## src/rtl/hamming_encoder_tx_if.sv

```systemverilog
// Handshake bundle between a data source, the Hamming encoder and its downstream decoder.
// The slave modport is the encoder's view; master is the source/sink driving it.
interface hamming_encoder_tx_if;
   logic [0:10] data_in;
   logic        in_valid;
   logic        in_ready;
   logic        inj_en;
   logic        inj_double;
   logic [3:0]  inj_pos_a;
   logic [3:0]  inj_pos_b;
   logic [0:15] c_h;
   logic        out_valid;
   logic        out_ready;

   modport slave (
      input  data_in, in_valid, inj_en, inj_double, inj_pos_a, inj_pos_b, out_ready,
      output in_ready, c_h, out_valid
   );

   modport master (
      output data_in, in_valid, inj_en, inj_double, inj_pos_a, inj_pos_b, out_ready,
      input  in_ready, c_h, out_valid
   );
endinterface

```

## src/rtl/hamming_encoder_tx.sv

```systemverilog
// SECDED (16,11) Hamming encoder with optional 1/2-bit error injection, feeding a
// 2-entry output FIFO, plus wrap-around counters for sent words and injected words.
module hamming_encoder_tx #(
   parameter int CNT_W      = 16,
   parameter bit INJ_ENABLE = 1'b1
) (
   input  logic                 clk,
   input  logic                 rst,
   hamming_encoder_tx_if.slave  bus,
   output logic [CNT_W-1:0]     words_sent,
   output logic [CNT_W-1:0]     inj_count
);

   // Index 0 is the MSB of every [0:N] vector, matching the decoder's layout.
   function automatic logic [0:15] encode(input logic [0:10] d);
      logic [0:15] c;
      c       = '0;
      c[2]    = d[0];
      c[4]    = d[1];
      c[5]    = d[2];
      c[6]    = d[3];
      c[8:14] = d[4:10];
      c[0]    = ^{c[2], c[4], c[6], c[8], c[10], c[12], c[14]};
      c[1]    = ^{c[2], c[5], c[6], c[9], c[10], c[13], c[14]};
      c[3]    = ^{c[4], c[5], c[6], c[11], c[12], c[13], c[14]};
      c[7]    = ^c[8:14];
      c[15]   = ^c[0:14];
      return c;
   endfunction

   logic [0:15]      mem_q [2];
   logic [0:15]      mem_d [2];
   logic             wrPtr_q, wrPtr_d;
   logic             rdPtr_q, rdPtr_d;
   logic [1:0]       count_q, count_d;
   logic [CNT_W-1:0] wordsSent_q, wordsSent_d;
   logic [CNT_W-1:0] injCount_q, injCount_d;

   logic             push;
   logic             pop;
   logic             injActive;
   logic [0:15]      injMask;
   logic [0:15]      encWord;

   assign bus.in_ready  = (count_q != 2'd2) & ~rst;
   assign bus.out_valid = (count_q != 2'd0);
   assign bus.c_h       = (count_q != 2'd0) ? mem_q[rdPtr_q] : '0;
   assign words_sent    = wordsSent_q;
   assign inj_count     = injCount_q;

   assign push      = bus.in_valid & bus.in_ready;
   assign pop       = bus.out_valid & bus.out_ready;
   assign injActive = INJ_ENABLE & bus.inj_en;

   // Masks are OR-ed, so equal positions give one flip rather than cancelling out.
   always_comb begin
      injMask = '0;
      if (injActive) begin
         injMask[bus.inj_pos_a] = 1'b1;
         if (bus.inj_double) begin
            injMask[bus.inj_pos_b] = 1'b1;
         end
      end
   end

   assign encWord = encode(bus.data_in) ^ injMask;

   always_comb begin
      mem_d[0]    = mem_q[0];
      mem_d[1]    = mem_q[1];
      wrPtr_d     = wrPtr_q ^ push;
      rdPtr_d     = rdPtr_q ^ pop;
      wordsSent_d = wordsSent_q + CNT_W'(pop);
      injCount_d  = injCount_q + CNT_W'(push & injActive);
      if (push) begin
         mem_d[wrPtr_q] = encWord;
      end
      case ({push, pop})
         2'b10:   count_d = count_q + 2'd1;
         2'b01:   count_d = count_q - 2'd1;
         default: count_d = count_q;
      endcase
   end

   always_ff @(posedge clk or posedge rst) begin
      if (rst) begin
         mem_q[0]    <= '0;
         mem_q[1]    <= '0;
         wrPtr_q     <= 1'b0;
         rdPtr_q     <= 1'b0;
         count_q     <= 2'd0;
         wordsSent_q <= '0;
         injCount_q  <= '0;
      end else begin
         mem_q[0]    <= mem_d[0];
         mem_q[1]    <= mem_d[1];
         wrPtr_q     <= wrPtr_d;
         rdPtr_q     <= rdPtr_d;
         count_q     <= count_d;
         wordsSent_q <= wordsSent_d;
         injCount_q  <= injCount_d;
      end
   end

endmodule

```

## src/flat_wrapper.sv

```systemverilog
// flat-port wrapper written by rule: the top's interface ports become plain ports
module hamming_encoder_tx_flat 
#(
   parameter int CNT_W      = 16,
   parameter bit INJ_ENABLE = 1'b1
)
  (clk, rst, words_sent, inj_count, bus_data_in, bus_in_valid, bus_inj_en, bus_inj_double, bus_inj_pos_a, bus_inj_pos_b, bus_out_ready, bus_in_ready, bus_c_h, bus_out_valid);
  hamming_encoder_tx_if bus_i ();
  input  logic clk;
  input  logic rst;
  output logic [CNT_W-1:0] words_sent;
  output logic [CNT_W-1:0] inj_count;
  input wire logic [$bits(bus_i.data_in)-1:0] bus_data_in;
  input wire logic [$bits(bus_i.in_valid)-1:0] bus_in_valid;
  input wire logic [$bits(bus_i.inj_en)-1:0] bus_inj_en;
  input wire logic [$bits(bus_i.inj_double)-1:0] bus_inj_double;
  input wire logic [$bits(bus_i.inj_pos_a)-1:0] bus_inj_pos_a;
  input wire logic [$bits(bus_i.inj_pos_b)-1:0] bus_inj_pos_b;
  input wire logic [$bits(bus_i.out_ready)-1:0] bus_out_ready;
  output wire logic [$bits(bus_i.in_ready)-1:0] bus_in_ready;
  output wire logic [$bits(bus_i.c_h)-1:0] bus_c_h;
  output wire logic [$bits(bus_i.out_valid)-1:0] bus_out_valid;
  assign bus_i.data_in = bus_data_in;
  assign bus_i.in_valid = bus_in_valid;
  assign bus_i.inj_en = bus_inj_en;
  assign bus_i.inj_double = bus_inj_double;
  assign bus_i.inj_pos_a = bus_inj_pos_a;
  assign bus_i.inj_pos_b = bus_inj_pos_b;
  assign bus_i.out_ready = bus_out_ready;
  assign bus_in_ready = bus_i.in_ready;
  assign bus_c_h = bus_i.c_h;
  assign bus_out_valid = bus_i.out_valid;
  hamming_encoder_tx #(.CNT_W(CNT_W), .INJ_ENABLE(INJ_ENABLE)) u_core (.clk(clk), .rst(rst), .bus(bus_i), .words_sent(words_sent), .inj_count(inj_count));
endmodule
```

## config.mk

```make
export PLATFORM = sky130hd
export DESIGN_NAME = hamming_encoder_tx_flat
export DESIGN_NICKNAME = d
export VERILOG_FILES = /design/src/rtl/hamming_encoder_tx_if.sv /design/src/rtl/hamming_encoder_tx.sv /design/src/flat_wrapper.sv
export SDC_FILE = /design/constraint.sdc
export NUM_CORES = 1
export LEC_CHECK = 0
export BUFFER_PORTS_ARGS = -buffer_cell sky130_fd_sc_hd__buf_4
export CORE_MARGIN = 2
export CORE_UTILIZATION = 35
export DETAILED_ROUTE_END_ITERATION = 7
export GPL_ROUTABILITY_DRIVEN = 0
export PLACE_DENSITY_LB_ADDON = 0.12
export SLEW_MARGIN = 10
export SYNTH_ARGS = -nofsm -noshare
export SYNTH_HDL_FRONTEND = slang
export SYNTH_SLANG_ARGS = --single-unit
export TNS_END_PERCENT = 50
```

## constraint.sdc

```tcl
create_clock -name clk -period 6.6 [get_ports clk]
set_input_delay 1.32 -clock clk [delete_from_list [all_inputs] [get_ports clk]]
set_output_delay 1.32 -clock clk [all_outputs]
set_load 0.02 [all_outputs]
```

==> results.json, run 1 <==
{
  "place_area_sq_um": 4185,
  "dp_hpwl_mm": 5.514,
  "finalMaxSlewViolations": 0,
  "cp.required_ns": 5.28,
  "clk_latency_ns": 0.34,
  "post_cts_buffers": 0,
  "syn_to_final_growth_pct": 25.21,
  "core_sq_um": 9729,
  "syn_nets": 383,
  "via_per_inst": 4.783,
  "n_antenna_cell": 0,
  "r2r_start": "u_core.count_q[0]",
  "p_total_mw": 1.774,
  "ir_worst_vdd_uv": 137.7,
  "drtIter0Drc": 127,
  "avgSynthCellArea_sq_um": 9.956,
  "post_cts_resized": 0,
  "cts_tree": "done",
  "wl_mm": 7.554,
  "htreeDepth": 3,
  "die_y_um": 103.9,
  "ios": 75,
  "worstHoldPathType": "flop to flop",
  "clkSlewWorstSetupHoldPaths_ns": 0.07,
  "ff2ff_setup_slack_ns": 4.31,
  "first_pass_iters": 4,
  "ys_ff_latch": 68,
  "synth.cell_area_sq_um": 3495,
  "dp_cells": 548,
  "grt_max_degree": 69,
  "cts_root_buffer": "clkbuf_8",
  "clock-sinks": 68,
  "syn_inst": 351,
  "hold_viol": 0,
  "drive_gt1_share_pct": 21.45,
  "finClkSkew_ns": 0.009554,
  "ys_types": 27,
  "worstHoldEndpoint": "u_core.words_sent[15]",
  "stdcell_area_sq_um": 4375,
  "start_util_pct": 35.92,
  "num_rows": 36,
  "numCtsBuffers": 9,
  "die_area_sq_um": 10800,
  "outcome": "completed",
  "min_from": "u_core.words_sent[15]",
  "critPathBufInv": 1,
  "reg2reg_depth": 9,
  "endpoint_kind": "output pin",
  "power_leakage_nw": 2.047,
  "io_buffers": 74,
  "final.min_clock_period_ns": 3.206,
  "cp_max_fo": 17,
  "yosysWarnings": 0,
  "crit_type": "flop to output pin",
  "grt_overflow": 0,
  "route.detailed.drc": 0,
  "die_w_um": 103.9,
  "min_delay_path_depth": 1,
  "wire_per_inst_um": 13.44,
  "grt_pass1_wl_mm": 12.96,
  "critPathArrivalTime_ns": 1.89,
  "worst_pin_slew_ns": 1.101,
  "fmax_mhz": 311.9,
  "final_cell_mix": "buf_4 (76), dfrtp_1 (68), nor2_1 (56)",
  "holdBufCountCts": 0,
  "finalNonFillerCells": 562,
  "grt.total_usage_pct": 14.82,
  "rsz0062_at_grt": "false",
  "nets": 458,
  "antenna_found_initial": 0,
  "cts_buffer_depth": 2,
  "period_share_pct": 48.58,
  "ant_nets": 0,
  "path_delay_family": "flip-flops",
  "slew_headroom_pct": 26.60,
  "fin_setup_tns_ns": 0,
  "grt_pass1_vias": 2749,
  "max_cap_viol_count": 0,
  "crit_chain": "mux2i_1 > nor2_1 > buf_4",
  "powerDensity_nw_per_um2": 405.5,
  "max_stage_delay_ns": 0.98,
  "start_kind": "flop",
  "layout_commonest_cell": "buf_4",
  "num_vias": 2688,
  "setup_viol": 0,
  "r2r_end": "u_core.words_sent[14]",
  "synth.yosys.seq_area_share_pct": 48.69,
  "critPathSlowestCell": "dfrtp_1"
}
## cell usage after synthesis
cell      count  area share [%]
dfrtp_1      68              49
nand2_1      22             2.4
nand4_1       4            0.72
nor3_1        8             1.1
xnor2_1      34             8.5
xor2_1       27             6.8
nor2_1       56             6.0
buf_2         1            0.14
ha_1          7             2.5
and2_1        1            0.18
nor2b_1       1            0.18
nand4b_1      1            0.25
clkbuf_1     11             1.2
o21ai_0       4            0.57
mux2i_1      16             4.6
nand3b_1      2            0.43
and3_1        8             1.4
xnor3_1       3             1.9
nand2b_1      6             1.1
o32ai_1       3            0.75
xnor3_4       1            0.75
or3b_2        1            0.25
o22ai_1       9             1.6
a21oi_1      33             4.7
nand3_1      16             2.3
inv_1         7            0.75
nor4_1        1            0.18
## where the power goes
part           switching, mW  internal (mW)
Sequential             0.117          0.557
Clock                  0.144          0.191
Combinational          0.417          0.349
Total                  0.678           1.10
## sequential cells by signal (all words and copies together) (netlist names)
register / cells
u_core.rdPtr_q: 1
u_core.wrPtr_q: 1
u_core.words_sent: 16
u_core.count_q: 2
u_core.mem_q: 32
u_core.inj_count: 16
## metal layers
layer  GRT usage (%)  wire length [um]  vias to the layer above
met3           2.820               383                        9
met2           23.87              3438                       76
met4           5.695               103                        0
met1           19.79              3628                     1261
li1                -                 -                     1342
met5               0                 0                        -
## cell type report
class | count | area [sq um]
Fill cell | 999 | 5354
Clock inverter | 2 | 35.03
Tap cell | 133 | 166.4
Sequential cell | 68 | 1702
Multi-Input combinational cell | 264 | 1720
Timing Repair Buffer | 76 | 570.5
Clock buffer | 12 | 155.1
Inverter | 7 | 26.28
## how the worst max path moves through the flow
stage	startpoint	to	slack, ns	depth (start not counted)
3_3_place_gp	rst	bus_in_ready	3.49	3
2_1_floorplan	rst	u_core.count_q[0]	3.57	1
4_1_cts	u_core.rdPtr_q	bus_c_h[5]	3.34	3
3_5_place_dp	bus_data_in[4]	u_core.mem_q[0]	3.46	6
5_1_grt	u_core.rdPtr_q	bus_c_h[5]	3.28	3
6_report	u_core.rdPtr_q	bus_c_h[5]	3.39	3
## stage by stage
stage / worst slack (ns) / hold WS (ns) / util [%]
2_1_floorplan: 3.568 / 0.4638 / -
3_3_place_gp: 3.490 / 0.4622 / 43.02
3_5_place_dp: 3.465 / 0.4710 / 43.02
4_1_cts: 3.340 / 0.4804 / 44.97
5_1_grt: 3.283 / 0.4949 / 44.97
6_report: 3.394 / 0.4709 / 44.97
## worst register-to-register path, delay by kind of cell (launching register included)
kind	cells	cell delay [ns]
AND/OR/NAND/NOR	5	0.88
adder cells (fa/ha/maj)	2	0.53
flip-flops	1	0.43
buffers and inverters	1	0.20
XOR/XNOR	1	0.14
## kinds of logic after synthesis
group,share of synthesized area (%)
and+or+nand+nor,16.51
DFF,48.69
xor gates and xnor gates,17.97
AOI/OAI and AO/OA,7.662
buffers and inverters,2.077
muxes,4.583
adders and majority gates,2.506
(Power assumes the default switching activity.)
==> run 2: changes to the inputs <==
==> constraint.sdc (replaced) <==
create_clock -name clk -period 3.3 [get_ports clk]
set_input_delay 0.66 -clock clk [delete_from_list [all_inputs] [get_ports clk]]
set_output_delay 0.66 -clock clk [all_outputs]
set_load 0.02 [all_outputs]
==> run 2 against run 1 <==
Compared with the run above: count of clock-buffer cells in the layout did not move; clock power rose by 120%; sequential cell count did not move; core utilization rose by 0.59 points; via count rose by 2.7%; critical endpoint is now u_core.words_sent[14].
==> results.json, run 2 (same netlist as run 1, synthesis figures left out) <==
{
  "crit_type": "flop to flop",
  "fin_setup_tns_ns": 0,
  "fin_ws_ns": 1.080,
  "fin_util_pct": 45.56,
  "p_total_mw": 3.643,
  "critPathArrivalTime_ns": 2.44,
  "route.detailed.drc": 0,
  "grt_max_degree": 33,
  "r2r_end": "u_core.words_sent[14]",
  "p_int_mw": 2.265,
  "die_w_um": 103.9,
  "start_kind": "flop",
  "period_share_pct": 67.26,
  "max_stage_delay_ns": 0.42,
  "grt_pass1_wl_mm": 12.68,
  "layout.area.seq_sq_um": 1702,
  "n_antenna_cell": 0,
  "dp_hpwl_mm": 5.701,
  "ant_nets": 0,
  "top_register": "u_core.mem_q",
  "die_area_sq_um": 10800,
  "antenna_found_initial": 0,
  "finClkSkew_ns": 0.01428,
  "cts_tree": "done",
  "clkSlewWorstSetupHoldPaths_ns": 0.08,
  "syn_to_final_growth_pct": 26.85,
  "die_y_um": 103.9,
  "post_cts_resized": 0,
  "setup_viol": 0,
  "drtIter0Drc": 151,
  "slew_headroom_pct": 71.94,
  "outcome": "completed",
  "via_per_inst": 4.859,
  "final.min_clock_period_ns": 2.220,
  "swShare_pct": 37.82,
  "place_worst_setup_slack_ns": 0.9344,
  "numCtsBuffers": 9,
  "core_sq_um": 9729,
  "reg2reg_depth": 9,
  "clock-sinks": 68,
  "grt.total_usage_pct": 14.54,
  "ff2ff_setup_slack_ns": 1.08,
  "fill_cells": 980,
  "clk_latency_ns": 0.33,
  "grt_pass1_vias": 2581,
  "layout_commonest_cell": "buf_4",
  "wire_per_inst_um": 13.44,
  "cts_root_buffer": "clkbuf_8",
  "cp.required_ns": 3.52,
  "place_area_sq_um": 4215,
  "largest_reg_flops": 32,
  "htreeDepth": 3,
  "p_seq_share_pct": 35.4,
  "worst_pin_slew_ns": 0.4179,
  "num_vias": 2760,
  "stdcell_area_sq_um": 4433,
  "ios": 75,
  "post_cts_buffers": 0,
  "power_leakage_nw": 2.076,
  "crit_chain": "nor2_1 > buf_4 > nor2b_1 > ha_1 > ha_1 > nand3_1 > nor2_1 > nand4_1 > xnor2_1",
  "grt_overflow": 0,
  "holdBufCountCts": 0,
  "num_rows": 36,
  "endpoint_kind": "flop",
  "final_cell_mix": "buf_4 (80), dfrtp_1 (68), nor2_1 (56)",
  "max_cap_viol_count": 0,
  "comb_power_share_pct": 44.1,
  "critPathLaunch": "u_core.count_q[0]",
  "start_util_pct": 35.92,
  "pwr-share-clk_pct": 20.4,
  "critPathSlowestCell": "dfrtp_1",
  "first_pass_iters": 4,
  "multiInputGateArea_sq_um": 1720,
  "wl_mm": 7.633,
  "io_buffers": 74,
  "powerDensity_nw_per_um2": 821.7,
  "rsz0062_at_grt": "false",
  "cp-endpoint": "u_core.words_sent[14]",
  "nets": 462,
  "fmax_mhz": 450.5,
  "worstHoldPathType": "input port to async pin",
  "hold_viol": 0,
  "ir_worst_vdd_uv": 310.8,
  "r2r_start": "u_core.count_q[0]",
  "cp_max_fo": 18,
  "cts_buffer_depth": 2,
  "p_switching_mw": 1.378,
  "drive_gt1_share_pct": 22.30,
  "finalMaxSlewViolations": 0
}
==> run 2: per-layer routing <==
metal	routed length, um	track usage, %
met5	0	0
met4	158	6.660
met3	455	2.569
met2	3463	22.13
met1	3556	20.19
==> run 2: worst min-delay path by stage <==
stage	from	endpoint	slack (ns)	depth (start not counted)
after CTS	rst	u_core.inj_count[5]	0.33	2
after floorplan	u_core.count_q[1]	u_core.count_q[1]	0.46	1
after global placement	u_core.words_sent[15]	u_core.words_sent[15]	0.46	1
final	rst	u_core.mem_q[26]	0.33	2
after global routing	rst	u_core.mem_q[10]	0.35	2
after detailed placement	u_core.inj_count[15]	u_core.inj_count[15]	0.46	1
==> run 2: area by class of cell <==
class	count	share of cell area [%]
Inverter	7	0.5927
Timing Repair Buffer	80	13.55
Clock buffer	12	3.274
Clock inverter	4	1.637
Multi-Input combinational cell	264	38.81
Sequential cell	68	38.39
Tap cell	133	3.754
==> run 2: power by group through the flow <==
stage	combinational [mW]	sequential (mW)	clock, mW
5_1_grt	1.77	1.33	0.803
4_1_cts	1.64	1.29	0.767
6_report	1.61	1.29	0.744
2_1_floorplan	0.972	1.34	0
3_5_place_dp	1.63	1.31	0
3_3_place_gp	1.61	1.30	0
==> run 2: critical path, delay by kind of cell (launching register included) <==
family / cells / cell delay (ns)
fa+ha+maj: 2 / 0.53
xor+xnor: 1 / 0.14
simple gates: 5 / 0.82
flops: 1 / 0.42
buf+inv: 1 / 0.20
==> run 2: stage by stage <==
stage                     instances  hold slack [ns]
after floorplan                 351           0.4638
after global placement          552           0.4606
after detailed placement        552           0.4640
after CTS                       568           0.3310
after global routing            568           0.3494
final                           568           0.3321
==> run 3: changes to the inputs <==
==> constraint.sdc (replaced) <==
create_clock -name clk -period 2 [get_ports clk]
set_input_delay 0.4 -clock clk [delete_from_list [all_inputs] [get_ports clk]]
set_output_delay 0.4 -clock clk [all_outputs]
set_load 0.02 [all_outputs]
==> run 3 against run 2 <==
Compared with the run above: largest power group unchanged; non-clock buffer count increased by 17; register-to-register slack lost 0.90 ns; core utilization rose by 1.3 points; first-iteration DRC count decreased by 38%; clock power up 36%; count of clock-buffer cells in the layout decreased by 2; sequential power is 65% higher; power is 61% higher; die area unchanged; global-route usage increased by 0.33 points; hold slack got worse by 0.18 ns; cell count grew 2.8%.
==> results.json, run 3 (same netlist as run 1, synthesis figures left out) <==
{
  "grt_overflow": 0,
  "critPathArrivalTime_ns": 1.44,
  "grt_pass1_vias": 2645,
  "start_util_pct": 35.92,
  "final_cell_mix": "buf_4 (95), dfrtp_1 (68), nor2_1 (54)",
  "ant_nets": 0,
  "reg2reg_depth": 8,
  "start_kind": "flop",
  "max_cap_viol_count": 0,
  "htreeDepth": 3,
  "finClkSkew_ns": 0.01003,
  "worst_pin_slew_ns": 0.6099,
  "grt.total_usage_pct": 14.87,
  "cp.required_ns": 1.60,
  "setup_viol": 0,
  "rsz0062_at_grt": "false",
  "clk_latency_ns": 0.34,
  "power_leakage_nw": 2.130,
  "clkSlewWorstSetupHoldPaths_ns": 0.08,
  "n_antenna_cell": 0,
  "grt_pass1_wl_mm": 12.79,
  "wl_mm": 7.771,
  "numCtsBuffers": 9,
  "powerDensity_nw_per_um2": 1291,
  "drtIter0Drc": 93,
  "max_stage_delay_ns": 0.33,
  "largest_reg_flops": 32,
  "core_sq_um": 9729,
  "cts_tree": "done",
  "cts_buffer_depth": 2,
  "route.detailed.drc": 0,
  "critPathSlowestCell": "dfrtp_1",
  "path_delay_family": "buffers and inverters",
  "place_area_sq_um": 4364,
  "die_area_sq_um": 10800,
  "wirelength_met1_mm": 3.609,
  "worstHoldPathType": "input port to async pin",
  "crit_type": "flop to output pin",
  "antenna_found_initial": 1,
  "crit_chain": "buf_4 > mux2i_1 > nor2_1 > buf_4",
  "drive_gt1_share_pct": 26.16,
  "nets": 479,
  "wl_met3_um": 354,
  "hold_slack_ns": 0.1508,
  "endpoint_kind": "output pin",
  "num_rows": 36,
  "critPathBufInv": 2,
  "final.min_clock_period_ns": 1.843,
  "cp_max_fo": 17,
  "wire_per_inst_um": 13.31,
  "die_y_um": 103.9,
  "critPathMostFrequentCell": "buf_4",
  "grt_max_degree": 33,
  "dp_hpwl_mm": 5.713,
  "syn_to_final_growth_pct": 30.40,
  "ir_worst_vdd_uv": 404.6,
  "routed-wl-met2_mm": 3.654,
  "num_vias": 2798,
  "cp.depth": 4,
  "outcome": "completed",
  "holdBufCountCts": 0,
  "die_w_um": 103.9,
  "via_per_inst": 4.791,
  "period_share_pct": 92.17,
  "fmax_mhz": 542.5,
  "hold_viol": 0,
  "finalMaxSlewViolations": 0,
  "fin_setup_tns_ns": 0,
  "top_register": "u_core.mem_q",
  "layout_commonest_cell": "buf_4",
  "clock-sinks": 68,
  "ios": 75,
  "stdcell_area_sq_um": 4557,
  "topRoutingLayerUsed": "met5",
  "cts_root_buffer": "clkbuf_8",
  "slew_headroom_pct": 59.25,
  "io_buffers": 74,
  "first_pass_iters": 4
}
-- run 3: cell types whose count changed in the layout (fill, tap and decap cells not counted), moves of 2 or more --
cell        change
clkbuf_1        -2
buf_12          +2
clkinvlp_4      +4
buf_4          +15
nor2_1          -2
nor2_2          +2
bufinv_16       -2
-- run 3: report_power, final --
group / total (mW) / switching, mW / leakage (nW) / internal, mW
Clock: 1.01 / 0.534 / 0.0766 / 0.478
Combinational: 2.74 / 1.49 / 1.22 / 1.25
Sequential: 2.13 / 0.297 / 0.829 / 1.84
Total: 5.88 / 2.32 / 2.13 / 3.56
-- run 3: final timing paths --
kind                                          to             startpoint  slack, ns
max                                  bus_c_h[11]         u_core.rdPtr_q       0.16
max reg2reg                u_core.words_sent[14]      u_core.count_q[1]       0.18
min reg2reg                u_core.words_sent[15]  u_core.words_sent[15]       0.47
min                             u_core.mem_q[29]                    rst       0.15
min in group clk                 u_core.mem_q[4]         bus_data_in[3]       0.40
max in group asynchronous   u_core.words_sent[9]                    rst       1.27
-- run 3: layout make-up --
class	instances	area, sq um
fillers	988	5172
multi-input cells	264	1729
flip-flops and latches	68	1702
repair buffers	97	753.2
well taps	133	166.4
clock buffers	10	137.6
clock inverters	5	38.79
inverters	7	30.03
-- run 3: stage by stage --
| step | std cells | util [%] | power (mW) | setup slack (ns) |
|---|---|---|---|---|
| finish | 584 | 46.84 | 5.882 | 0.1567 |
| global route | 584 | 46.84 | 6.303 | 0.01526 |
| CTS | 583 | 46.67 | 5.963 | 0.1020 |
| detailed placement | 568 | 44.86 | 4.923 | -0.02724 |
| global placement | 568 | 44.86 | 4.883 | -0.02613 |
| floorplan | 351 | - | 3.820 | -0.1025 |
-- run 3: worst reg2reg max path: cells and delay by family (launching register included) --
family,cells,cell delay [ns]
adders and majority gates,2,0.43
xor gates and xnor gates,1,0.14
DFF,1,0.42
and+or+nand+nor,5,0.74
-- run 3: per-layer routing --
metal  global-route usage, %  vias to the layer above
li1                        -                     1379
met1                   19.41                     1336
met2                   23.97                       69
met3                   2.945                       12
met4                   6.660                        2
met5                       0                        -
-- run 3: timing repair --
action,4_1_cts,5_1_grt
buffers inserted,0,1
gates resized for setup,0,3
setup endpoints to repair,0,8
